### src/rtl/iterative_mul_div_if.sv
// Request/response bundle for the iterative multiply/divide unit.
//   master : issuing pipeline stage (drives request, consumes response)
//   slave  : iterative_mul_div
// Signals:
//   reqValid/reqReady   request handshake
//   command[2:0]        MulDivCommand (Mul=0 ... Remu=7)
//   wordOp              RV64 *W form (ignored when XLEN=32)
//   src1/src2           operands
//   respValid/respReady response handshake
//   result              operation result
interface iterative_mul_div_if #(parameter int XLEN = 32);
  logic            reqValid;
  logic            reqReady;
  logic [2:0]      command;
  logic            wordOp;
  logic [XLEN-1:0] src1;
  logic [XLEN-1:0] src2;
  logic            respValid;
  logic            respReady;
  logic [XLEN-1:0] result;

  modport master (
    output reqValid, command, wordOp, src1, src2, respReady,
    input  reqReady, respValid, result
  );

  modport slave (
    input  reqValid, command, wordOp, src1, src2, respReady,
    output reqReady, respValid, result
  );
endinterface

### src/rtl/iterative_mul_div.sv
// Iterative multiply/divide execution unit, one result bit per cycle.
// Shift-add multiply on operand magnitudes, restoring divide on magnitudes,
// sign fix-up applied when the last step completes. Divide-by-zero and
// signed overflow finish without iterating.
// Ports:
//   clk    clock, rising edge
//   rstN   asynchronous active-low reset
//   flush  abandon in-flight/pending work, return to Idle
//   bus    request/response handshake bundle (slave side)
//
// state | meaning
// Idle  | ready for a request
// Busy  | iterating, cnt steps remaining
// Done  | result held, waiting for respReady
module iterative_mul_div #(
  parameter int XLEN = 32
) (
  input  logic clk,
  input  logic rstN,
  input  logic flush,
  iterative_mul_div_if.slave bus
);

  localparam int CW = $clog2(XLEN) + 1;

  localparam logic [2:0] CmdMul    = 3'd0;
  localparam logic [2:0] CmdMulh   = 3'd1;
  localparam logic [2:0] CmdMulhsu = 3'd2;
  localparam logic [2:0] CmdMulhu  = 3'd3;
  localparam logic [2:0] CmdDiv    = 3'd4;
  localparam logic [2:0] CmdRem    = 3'd6;

  typedef enum logic [1:0] {Idle, Busy, Done} stateE;

  stateE state, stateNext;

  logic [CW-1:0]     cnt;
  logic [2:0]        cmdR;
  logic              wordR;
  logic              negQ;
  logic              negR;
  logic [2*XLEN-1:0] mcand;
  logic [2*XLEN-1:0] acc;
  logic [XLEN-1:0]   mplier;
  logic [XLEN-1:0]   quo;
  logic [XLEN-1:0]   rem;
  logic [XLEN-1:0]   divisor;
  logic [XLEN-1:0]   resultReg;

  function automatic logic [XLEN-1:0] sext32(input logic [31:0] v);
    logic [XLEN-1:0] r;
    r = {XLEN{v[31]}};
    r[31:0] = v;
    return r;
  endfunction

  function automatic logic [XLEN-1:0] zext32(input logic [31:0] v);
    logic [XLEN-1:0] r;
    r = '0;
    r[31:0] = v;
    return r;
  endfunction

  // Word results are always sign-extended from bit 31, even for Divu/Remu.
  function automatic logic [XLEN-1:0] fmtResult(input logic [XLEN-1:0] raw, input logic word);
    return word ? sext32(raw[31:0]) : raw;
  endfunction

  // ---------------- request-side operand preparation ----------------
  logic            effWord;
  logic            isDivIn;
  logic            sgn1In, sgn2In;
  logic [XLEN-1:0] op1, op2, mag1, mag2, mostNeg, specRaw;
  logic            neg1, neg2, divZero, divOvf, special, accept;

  always_comb begin
    effWord = (XLEN == 64) && bus.wordOp;
    isDivIn = bus.command[2];
    sgn1In  = (bus.command == CmdMulh) || (bus.command == CmdMulhsu) ||
              (bus.command == CmdDiv)  || (bus.command == CmdRem);
    sgn2In  = (bus.command == CmdMulh) || (bus.command == CmdDiv) ||
              (bus.command == CmdRem);

    op1 = bus.src1;
    op2 = bus.src2;
    if (effWord) begin
      op1 = sgn1In ? sext32(bus.src1[31:0]) : zext32(bus.src1[31:0]);
      op2 = sgn2In ? sext32(bus.src2[31:0]) : zext32(bus.src2[31:0]);
    end

    neg1 = sgn1In && op1[XLEN-1];
    neg2 = sgn2In && op2[XLEN-1];
    mag1 = neg1 ? -op1 : op1;
    mag2 = neg2 ? -op2 : op2;

    mostNeg = effWord ? sext32(32'h8000_0000) : {1'b1, {(XLEN-1){1'b0}}};
    divZero = isDivIn && (op2 == '0);
    divOvf  = isDivIn && !bus.command[0] && (op1 == mostNeg) && (op2 == '1);
    special = divZero || divOvf;

    // command[1] separates Rem/Remu from Div/Divu.
    if (divZero) specRaw = bus.command[1] ? op1 : '1;
    else         specRaw = bus.command[1] ? '0  : op1;

    accept = bus.reqValid && (state == Idle) && !flush;
  end

  // ---------------- iteration step ----------------
  logic [2*XLEN-1:0] accNext, prodFull;
  logic [XLEN:0]     remShift, remDiff;
  logic              remGe;
  logic [XLEN-1:0]   remNext, quoNext, quoSigned, remSigned, rawResult;

  always_comb begin
    accNext  = mplier[0] ? acc + mcand : acc;
    remShift = {rem, quo[XLEN-1]};
    remDiff  = remShift - {1'b0, divisor};
    remGe    = !remDiff[XLEN];
    remNext  = remGe ? remDiff[XLEN-1:0] : remShift[XLEN-1:0];
    quoNext  = {quo[XLEN-2:0], remGe};

    prodFull  = negQ ? -accNext : accNext;
    quoSigned = negQ ? -quoNext : quoNext;
    remSigned = negR ? -remNext : remNext;

    case (cmdR)
      CmdMul:                      rawResult = prodFull[XLEN-1:0];
      CmdMulh, CmdMulhsu, CmdMulhu: rawResult = wordR ? prodFull[XLEN-1:0]
                                                      : prodFull[2*XLEN-1:XLEN];
      default:                     rawResult = cmdR[1] ? remSigned : quoSigned;
    endcase
  end

  // ---------------- FSM ----------------
  always_ff @(posedge clk or negedge rstN) begin
    if (!rstN) state <= Idle;
    else       state <= stateNext;
  end

  always_comb begin
    stateNext = state;
    case (state)
      Idle:    if (accept) stateNext = special ? Done : Busy;
      Busy:    if (cnt == CW'(1)) stateNext = Done;
      Done:    if (bus.respReady) stateNext = Idle;
      default: stateNext = Idle;
    endcase
    if (flush) stateNext = Idle;
  end

  // ---------------- datapath ----------------
  always_ff @(posedge clk or negedge rstN) begin
    if (!rstN) begin
      cnt       <= '0;
      cmdR      <= '0;
      wordR     <= 1'b0;
      negQ      <= 1'b0;
      negR      <= 1'b0;
      mcand     <= '0;
      acc       <= '0;
      mplier    <= '0;
      quo       <= '0;
      rem       <= '0;
      divisor   <= '0;
      resultReg <= '0;
    end else if (flush) begin
      cnt <= '0;
    end else if (accept) begin
      if (special) begin
        resultReg <= fmtResult(specRaw, effWord);
      end else begin
        cnt     <= effWord ? CW'(32) : CW'(XLEN);
        cmdR    <= bus.command;
        wordR   <= effWord;
        negQ    <= neg1 ^ neg2;
        negR    <= neg1;
        mcand   <= {{XLEN{1'b0}}, mag1};
        acc     <= '0;
        mplier  <= mag2;
        // Left-align a 32-bit word dividend so the restoring loop sees its MSB first.
        quo     <= effWord ? (mag1 << (XLEN - 32)) : mag1;
        rem     <= '0;
        divisor <= mag2;
      end
    end else if (state == Busy) begin
      cnt    <= cnt - CW'(1);
      acc    <= accNext;
      mcand  <= mcand << 1;
      mplier <= mplier >> 1;
      rem    <= remNext;
      quo    <= quoNext;
      if (cnt == CW'(1)) resultReg <= fmtResult(rawResult, wordR);
    end
  end

  assign bus.reqReady  = (state == Idle);
  assign bus.respValid = (state == Done);
  assign bus.result    = resultReg;

endmodule

### src/flat_wrapper.sv
// flat-port wrapper written by rule: the top's interface ports become plain ports
module iterative_mul_div_flat 
#(
  parameter int XLEN = 32
)
  (clk, rstN, flush, bus_reqValid, bus_command, bus_wordOp, bus_src1, bus_src2, bus_respReady, bus_reqReady, bus_respValid, bus_result);
  iterative_mul_div_if #(.XLEN(XLEN)) bus_i ();
  input  logic clk;
  input  logic rstN;
  input  logic flush;
  input wire logic [$bits(bus_i.reqValid)-1:0] bus_reqValid;
  input wire logic [$bits(bus_i.command)-1:0] bus_command;
  input wire logic [$bits(bus_i.wordOp)-1:0] bus_wordOp;
  input wire logic [$bits(bus_i.src1)-1:0] bus_src1;
  input wire logic [$bits(bus_i.src2)-1:0] bus_src2;
  input wire logic [$bits(bus_i.respReady)-1:0] bus_respReady;
  output wire logic [$bits(bus_i.reqReady)-1:0] bus_reqReady;
  output wire logic [$bits(bus_i.respValid)-1:0] bus_respValid;
  output wire logic [$bits(bus_i.result)-1:0] bus_result;
  assign bus_i.reqValid = bus_reqValid;
  assign bus_i.command = bus_command;
  assign bus_i.wordOp = bus_wordOp;
  assign bus_i.src1 = bus_src1;
  assign bus_i.src2 = bus_src2;
  assign bus_i.respReady = bus_respReady;
  assign bus_reqReady = bus_i.reqReady;
  assign bus_respValid = bus_i.respValid;
  assign bus_result = bus_i.result;
  iterative_mul_div #(.XLEN(XLEN)) u_core (.clk(clk), .rstN(rstN), .flush(flush), .bus(bus_i));
endmodule
### config.mk
export PLATFORM = sky130hd
export DESIGN_NAME = iterative_mul_div_flat
export DESIGN_NICKNAME = d
export VERILOG_FILES = /design/src/rtl/iterative_mul_div_if.sv /design/src/rtl/iterative_mul_div.sv /design/src/flat_wrapper.sv
export SDC_FILE = /design/constraint.sdc
export NUM_CORES = 1
export LEC_CHECK = 0
export BUFFER_PORTS_ARGS = -buffer_cell sky130_fd_sc_hd__buf_2
export CAP_MARGIN = 20
export CORE_UTILIZATION = 40
export DETAILED_ROUTE_END_ITERATION = 7
export GPL_ROUTABILITY_DRIVEN = 0
export PLACE_DENSITY = 0.58
export REMOVE_ABC_BUFFERS = 1
export SKIP_CTS_REPAIR_TIMING = 1
export SLEW_MARGIN = 10
export SYNTH_ARGS = -nofsm -noshare
export SYNTH_HDL_FRONTEND = slang
export SYNTH_SLANG_ARGS = --single-unit
### constraint.sdc
create_clock -name clk -period 6.9 [get_ports clk]
set_input_delay 1.38 -clock clk [delete_from_list [all_inputs] [get_ports clk]]
set_output_delay 1.38 -clock clk [all_outputs]
set_load 0.05 [all_outputs]
Yosys cells after proc, flatten, opt, wreduce, memory -nomap -nowiden
Cells that the tools add are included.

storage, ports and cells
  input bits = 73
  bits in registers = 301
  logic and storage cells = 111

operators by class
  bitwise operators = 3
  reduce and logical (&&, ||, !) cells = 29
  add/subtract/negate cells = 8
  muxes and demuxes = 41
  equality and inequality tests = 18

operator list
  kind                                                    number
  2-to-1 mux 32 bit                                       22
  2-to-1 mux 64 bit                                       8
  negation 32 bit                                         4
  adder 64 bit                                            1
  == test 32 bit (second input constant)                  2
  negation 64 bit                                         1
  case mux 32 bit (2 select lines)                        1
  subtractor 33 x 32 -> 33 bit                            1
  logical NOT 32 bit                                      1
  2-to-1 mux 6 bit                                        4
  2-to-1 mux 2 bit                                        5
  == test 3 x 2 -> 1 bit (second input constant)          3
  AND reduction 3 bit                                     3
  logical AND 1 bit                                       8
  == test 3 x 1 -> 1 bit (second input constant)          2
  == test 3 bit (second input constant)                   2
  == test 6 x 1 -> 1 bit (second input constant)          1
  logical OR 1 bit                                        6
  inequality test 3 x 2 -> 1 bit (second input constant)  2
  inequality test 3 bit (second input constant)           2
  case mux 2 bit (3 select lines)                         1
  subtractor 6 x 1 -> 6 bit (second input constant)       1
  AND reduction 4 bit                                     1
  nonzero test 2 bit                                      2
  other kinds (12)                                        15

Depth between registers and ports, before layout
  depth after elaboration = 9
  mapped depth = 26

Worst setup path after synthesis
Ideal clock, no wire load.

  path type = register -> register
  from = register u_core.rem[18]
  to = register u_core.resultReg[20], in the netlist u_core.bus.result[20]
  stages on the path, launching flop included = 24
  arrival = 5074 ps
  path slack = 1695 ps
  path buffers = 4
  cell sequence = dfrtp_1 ha_1 buf_2 a21oi_1 o21ai_1 or3_1 a31o_1 or3_4 and2_1 buf_2 inv_2 buf_1 buf_1 nor2_1 a21oi_1 ha_1 nand4b_1 nor3_1 a31oi_1 or4b_1 o21ai_0 xor2_1 a311oi_1 a21oi_1

between the ends
  cells in the longest elaborated chain, start to end = 9
  elaborated cells between the ends (all ways) = 12

RTL lines
  item                                                           line                                                text
  start: declaration                                             iterative_mul_div.sv:46                             logic [XLEN-1:0] rem;
  start signal: assignment                                       iterative_mul_div.sv:190                            rem <= remNext;
  subtractor 33 x 32 -> 33 bit                                   iterative_mul_div.sv:117                            remDiff = remShift - {1'b0, divisor};
  2-to-1 mux 32 bit / logical NOT 1 bit (equally long branches)  iterative_mul_div.sv:119, iterative_mul_div.sv:118
  negation 32 bit, on equally long branches                      iterative_mul_div.sv:124, iterative_mul_div.sv:123
  2-to-1 mux 32 bit, on equally long branches                    iterative_mul_div.sv:124, iterative_mul_div.sv:123
  2-to-1 mux 32 bit (*)                                          iterative_mul_div.sv:130                            default: rawResult = cmdR[1] ? remSigned : quoSigned;
  case mux 32 bit (2 select lines) (*)                           iterative_mul_div.sv:126                            case (cmdR)
  2-to-1 mux 32 bit (*)                                          iterative_mul_div.sv:192                            if (cnt == CW'(1)) resultReg <= fmtResult(rawResult, wordR);
  2-to-1 mux 32 bit (*)                                          iterative_mul_div.sv:185                            end else if (state == Busy) begin
  2-to-1 mux 32 bit (*)                                          iterative_mul_div.sv:168                            end else if (accept) begin
  end signal: assignment                                         iterative_mul_div.sv:170                            resultReg <= fmtResult(specRaw, effWord);
  end signal: assignment                                         iterative_mul_div.sv:192
  end: declaration                                               iterative_mul_div.sv:48                             logic [XLEN-1:0] resultReg;

Every way passes the cells marked *; elsewhere a longest branch is shown, timed or not. The select of a mux whose other input is x is not followed.
A chain may end at the register's enable or synchronous reset.

Worst setup path in the final report
  from = register u_core.acc[43]
  to = register u_core.resultReg[17], in the netlist u_core.bus.result[17]

between the ends
  cells in the longest elaborated chain, start to end = 8

RTL lines
  item                                  line                      text
  start: declaration                    iterative_mul_div.sv:43   logic [2*XLEN-1:0] acc;
  start signal: assignment              iterative_mul_div.sv:187  acc <= accNext;
  adder 64 bit                          iterative_mul_div.sv:115  accNext = mplier[0] ? acc + mcand : acc;
  2-to-1 mux 64 bit (*)                 iterative_mul_div.sv:115
  negation 64 bit                       iterative_mul_div.sv:122  prodFull = negQ ? -accNext : accNext;
  2-to-1 mux 64 bit (*)                 iterative_mul_div.sv:122
  case mux 32 bit (2 select lines) (*)  iterative_mul_div.sv:126
  2-to-1 mux 32 bit (*)                 iterative_mul_div.sv:192
  2-to-1 mux 32 bit (*)                 iterative_mul_div.sv:185
  2-to-1 mux 32 bit (*)                 iterative_mul_div.sv:168

Marks and branches as above.

==> metrics.txt <==
GRT Max-Usage Layer=met2; startpoint types=register; Simple-Gate Fraction of Synth Area=0.231; Primary FF master, synth=dfrtp_1; skew final=0.0315 ns; DRT iter0 DRCs=2,547; hpwl dp=68,800 um; Max VDD drop=0.257 mV; GRT met1 Usage=0.376; placed cells=4,071; initial antenna violation count=3; Mean Syn Cell Area=7.86 um2; die width=256 um; minimum clock period=5.77 ns; top cell type's share of synthesized area=0.291; Setup crit end kind=register; Vias/cell=6.28; Seq cells post-synth=301; HP Start=u_core.divisor[17]; CTS Buffer Depth=3; sw frac=0.500; met3 Track Usage GR=0.0367; Cell Chain, Critical Path=ha_1 -> nand2_1 -> or4_1 -> nand4b_1 -> a31oi_1 -> nor3_1 -> xnor2_1 -> mux2i_1 -> o2111a_1 -> nand4b_1 -> o31ai_2 -> xor2_1 -> a21oi_1 -> a311oi_1; Net Sw Power=6.00 mW; YS warnings=0; # rows=92; Compound-Gate Fraction of Synth Area=0.289; M2 GR Usage=0.430; number of synthesized flops with an enable pin=0; area of the die=0.0657 mm2; Clock Power Share=0.181; most frequent cells in the layout=nand2_1, o21ai_0, dfrtp_1, nor2_1, a21oi_1; Routed WL=91,700 um; clock-pin slew on the worst setup and hold paths=0.06 ns; CP startpoint=u_core.acc[43]; core area=about 0.063 mm2; largest net degree at the start of global routing=139; max_slew headroom=0.324; mux share of post-synthesis cell area=0.0263; synth top area cells=dfrtp_1, o21ai_0, nand2_1; Vias=roughly 26,000; unrepaired setup endpoints after global routing=no; Worst path max stage delay=0.76 ns; Critical Path RT=7.36 ns; asr flop ratio synth=1.00; Hold Path Class=register to register; critical path type=register to register; Layout Nets=3,444; DRT antenna net count=0; RR Startpoint=u_core.acc[43]; Port Buffers=between 100 and 150; # fillers=6,357; layout cells sized above 1=0.0928; Final Max Tran Viols=0; worst path buffer plus inverter count=0; number of max-cap violations=0; remaining global-route overflow=0; slowest stage cell, crit path=or4_1; CTS root buffer=clkbuf_16; endpoints failing setup=0; leakage=11.7 nW; largest area contributor in the netlist=dfrtp_1; part of the power in registers=0.238; total track usage=0.273; Seq/Total Area, Yosys=0.291; final instance area=~0.028 mm2; vias in the first global route=24,600; DRC=0; first-pass GRT wire length=143,000 um; most frequent CP cell=nand4b_1; largest family of logic cells by synthesized area=compound AO/OA/AOI/OAI gates; crit path DAT=6.23 ns; commonest non-fill, non-tap cell in the layout=nand2_1; CP max FO=9; Worst-Margin Slew=1.01 ns; Final Hold Fails=0; drt pass-1 iters=8; synthesis-to-layout area growth=9.76%; Finished Layout Cells=4,144; Post-Syn Instances=3,292; Synth cell types=about 110; DP Area=around 0.027 mm2; P_int=6.01 mW; CTS tree=built; synthesized area=about 0.026 mm2; starting density of the core=0.408; total CTS buffers=39; Max Fclk=173 MHz; wire per inst=22.1 um; Sequential Area=0.00754 mm2; clock latency on the worst-skew pair=0.58 ns; combinational share of power=0.580; Final Power=12.0 mW; CTS Sinks=301; number of I/O pins=around 110; Place WS=roughly 1.3 ns; Final period util=0.836; run status=finished clean; Adder-Cell Fraction of Synth Area=0.0514; CP delay by family, top=compound AO/OA/AOI/OAI gates; H-tree depth=2; final hold slack=0.475 ns; xor and xnor area share after synthesis=0.0660; PD cells=423 mW/mm2; die height=256 um; Multi-input gate area=roughly 0.017 mm2; final worst slack=approximately 1.1 ns
[kinds of logic after synthesis]
| group | count (synthesis) |
|---|---|
| XOR/XNOR | 195 |
| adder cells (fa/ha/maj) | 105 |
| flip-flops | 301 |
| AO/OA/AOI/OAI | 1113 |
| multiplexers | 66 |
| buffers and inverters | 291 |
| AND/OR/NAND/NOR | 1221 |
[path summary, 6_finish.rpt]
check / endpoint / slack (ns) / cells after the start
setup / recovery: u_core.bus.result[17] / 1.13 / 14
hold / removal: u_core.divisor[17] / 0.48 / 1
setup reg to reg: u_core.bus.result[17] / 1.13 / 14
hold reg to reg: u_core.divisor[17] / 0.48 / 1
max in group asynchronous: u_core.mplier[0] / 4.81 / 2
min in group asynchronous: u_core.acc[2] / 0.73 / 1
[area by class of cell]
type | count | share of cell area
Clock inverter | 20 | 0.00917
Timing Repair Buffer | 148 | 0.0324
Antenna cell | 2 | 0.000176
Clock buffer | 51 | 0.0385
Tap cell | 846 | 0.0373
Multi-Input combinational cell | 2700 | 0.607
Inverter | 76 | 0.0100
Sequential cell | 301 | 0.266
[per-stage QoR]
| step | setup TNS, ns | utilization |
|---|---|---|
| 2_1_floorplan | -449.46 | - |
| 3_3_place_gp | 0 | 0.426 |
| 3_5_place_dp | 0 | 0.426 |
| 4_1_cts | 0 | 0.447 |
| 5_1_grt | 0 | 0.448 |
| 6_report | 0 | 0.448 |
[power by group through the flow]
stage	combinational [mW]	clock [mW]	sequential, mW
2_1_floorplan	4.62	0	3.04
3_3_place_gp	6.68	0	2.85
3_5_place_dp	6.79	0	2.87
4_1_cts	6.84	2.22	2.84
5_1_grt	7.58	2.29	2.93
6_report	6.97	2.18	2.86
[state kept, by name, indices dropped and copies added (netlist names)]
name,cells
u_core.divisor,32
u_core.rem,32
u_core.state,2
u_core.bus.result,32
u_core.negR,1
u_core.cnt,6
u_core.mplier,32
u_core.quo,32
u_core.cmdR,3
u_core.acc,64
u_core.mcand,64
u_core.negQ,1
[cell usage after synthesis (67+ instances only)]
| master | count |
|---|---|
| dfrtp_1 | 301 |
| a221o_1 | 88 |
| o21ai_0 | 342 |
| nor3_1 | 83 |
| clkbuf_1 | 151 |
| a21oi_1 | 216 |
| inv_1 | 74 |
| xnor2_1 | 109 |
| nand2_1 | 392 |
| a21o_1 | 67 |
| ha_1 | 103 |
| nor2_1 | 252 |
| xor2_1 | 86 |
| nand3_1 | 164 |
[metal layers]
layer  up-vias  wire length [um]
met3       177              6500
met5         -                 0
met4         0              3710
met2      1039             41000
li1      12200                 -
met1     12500             40500
(Power assumes the default switching activity.)
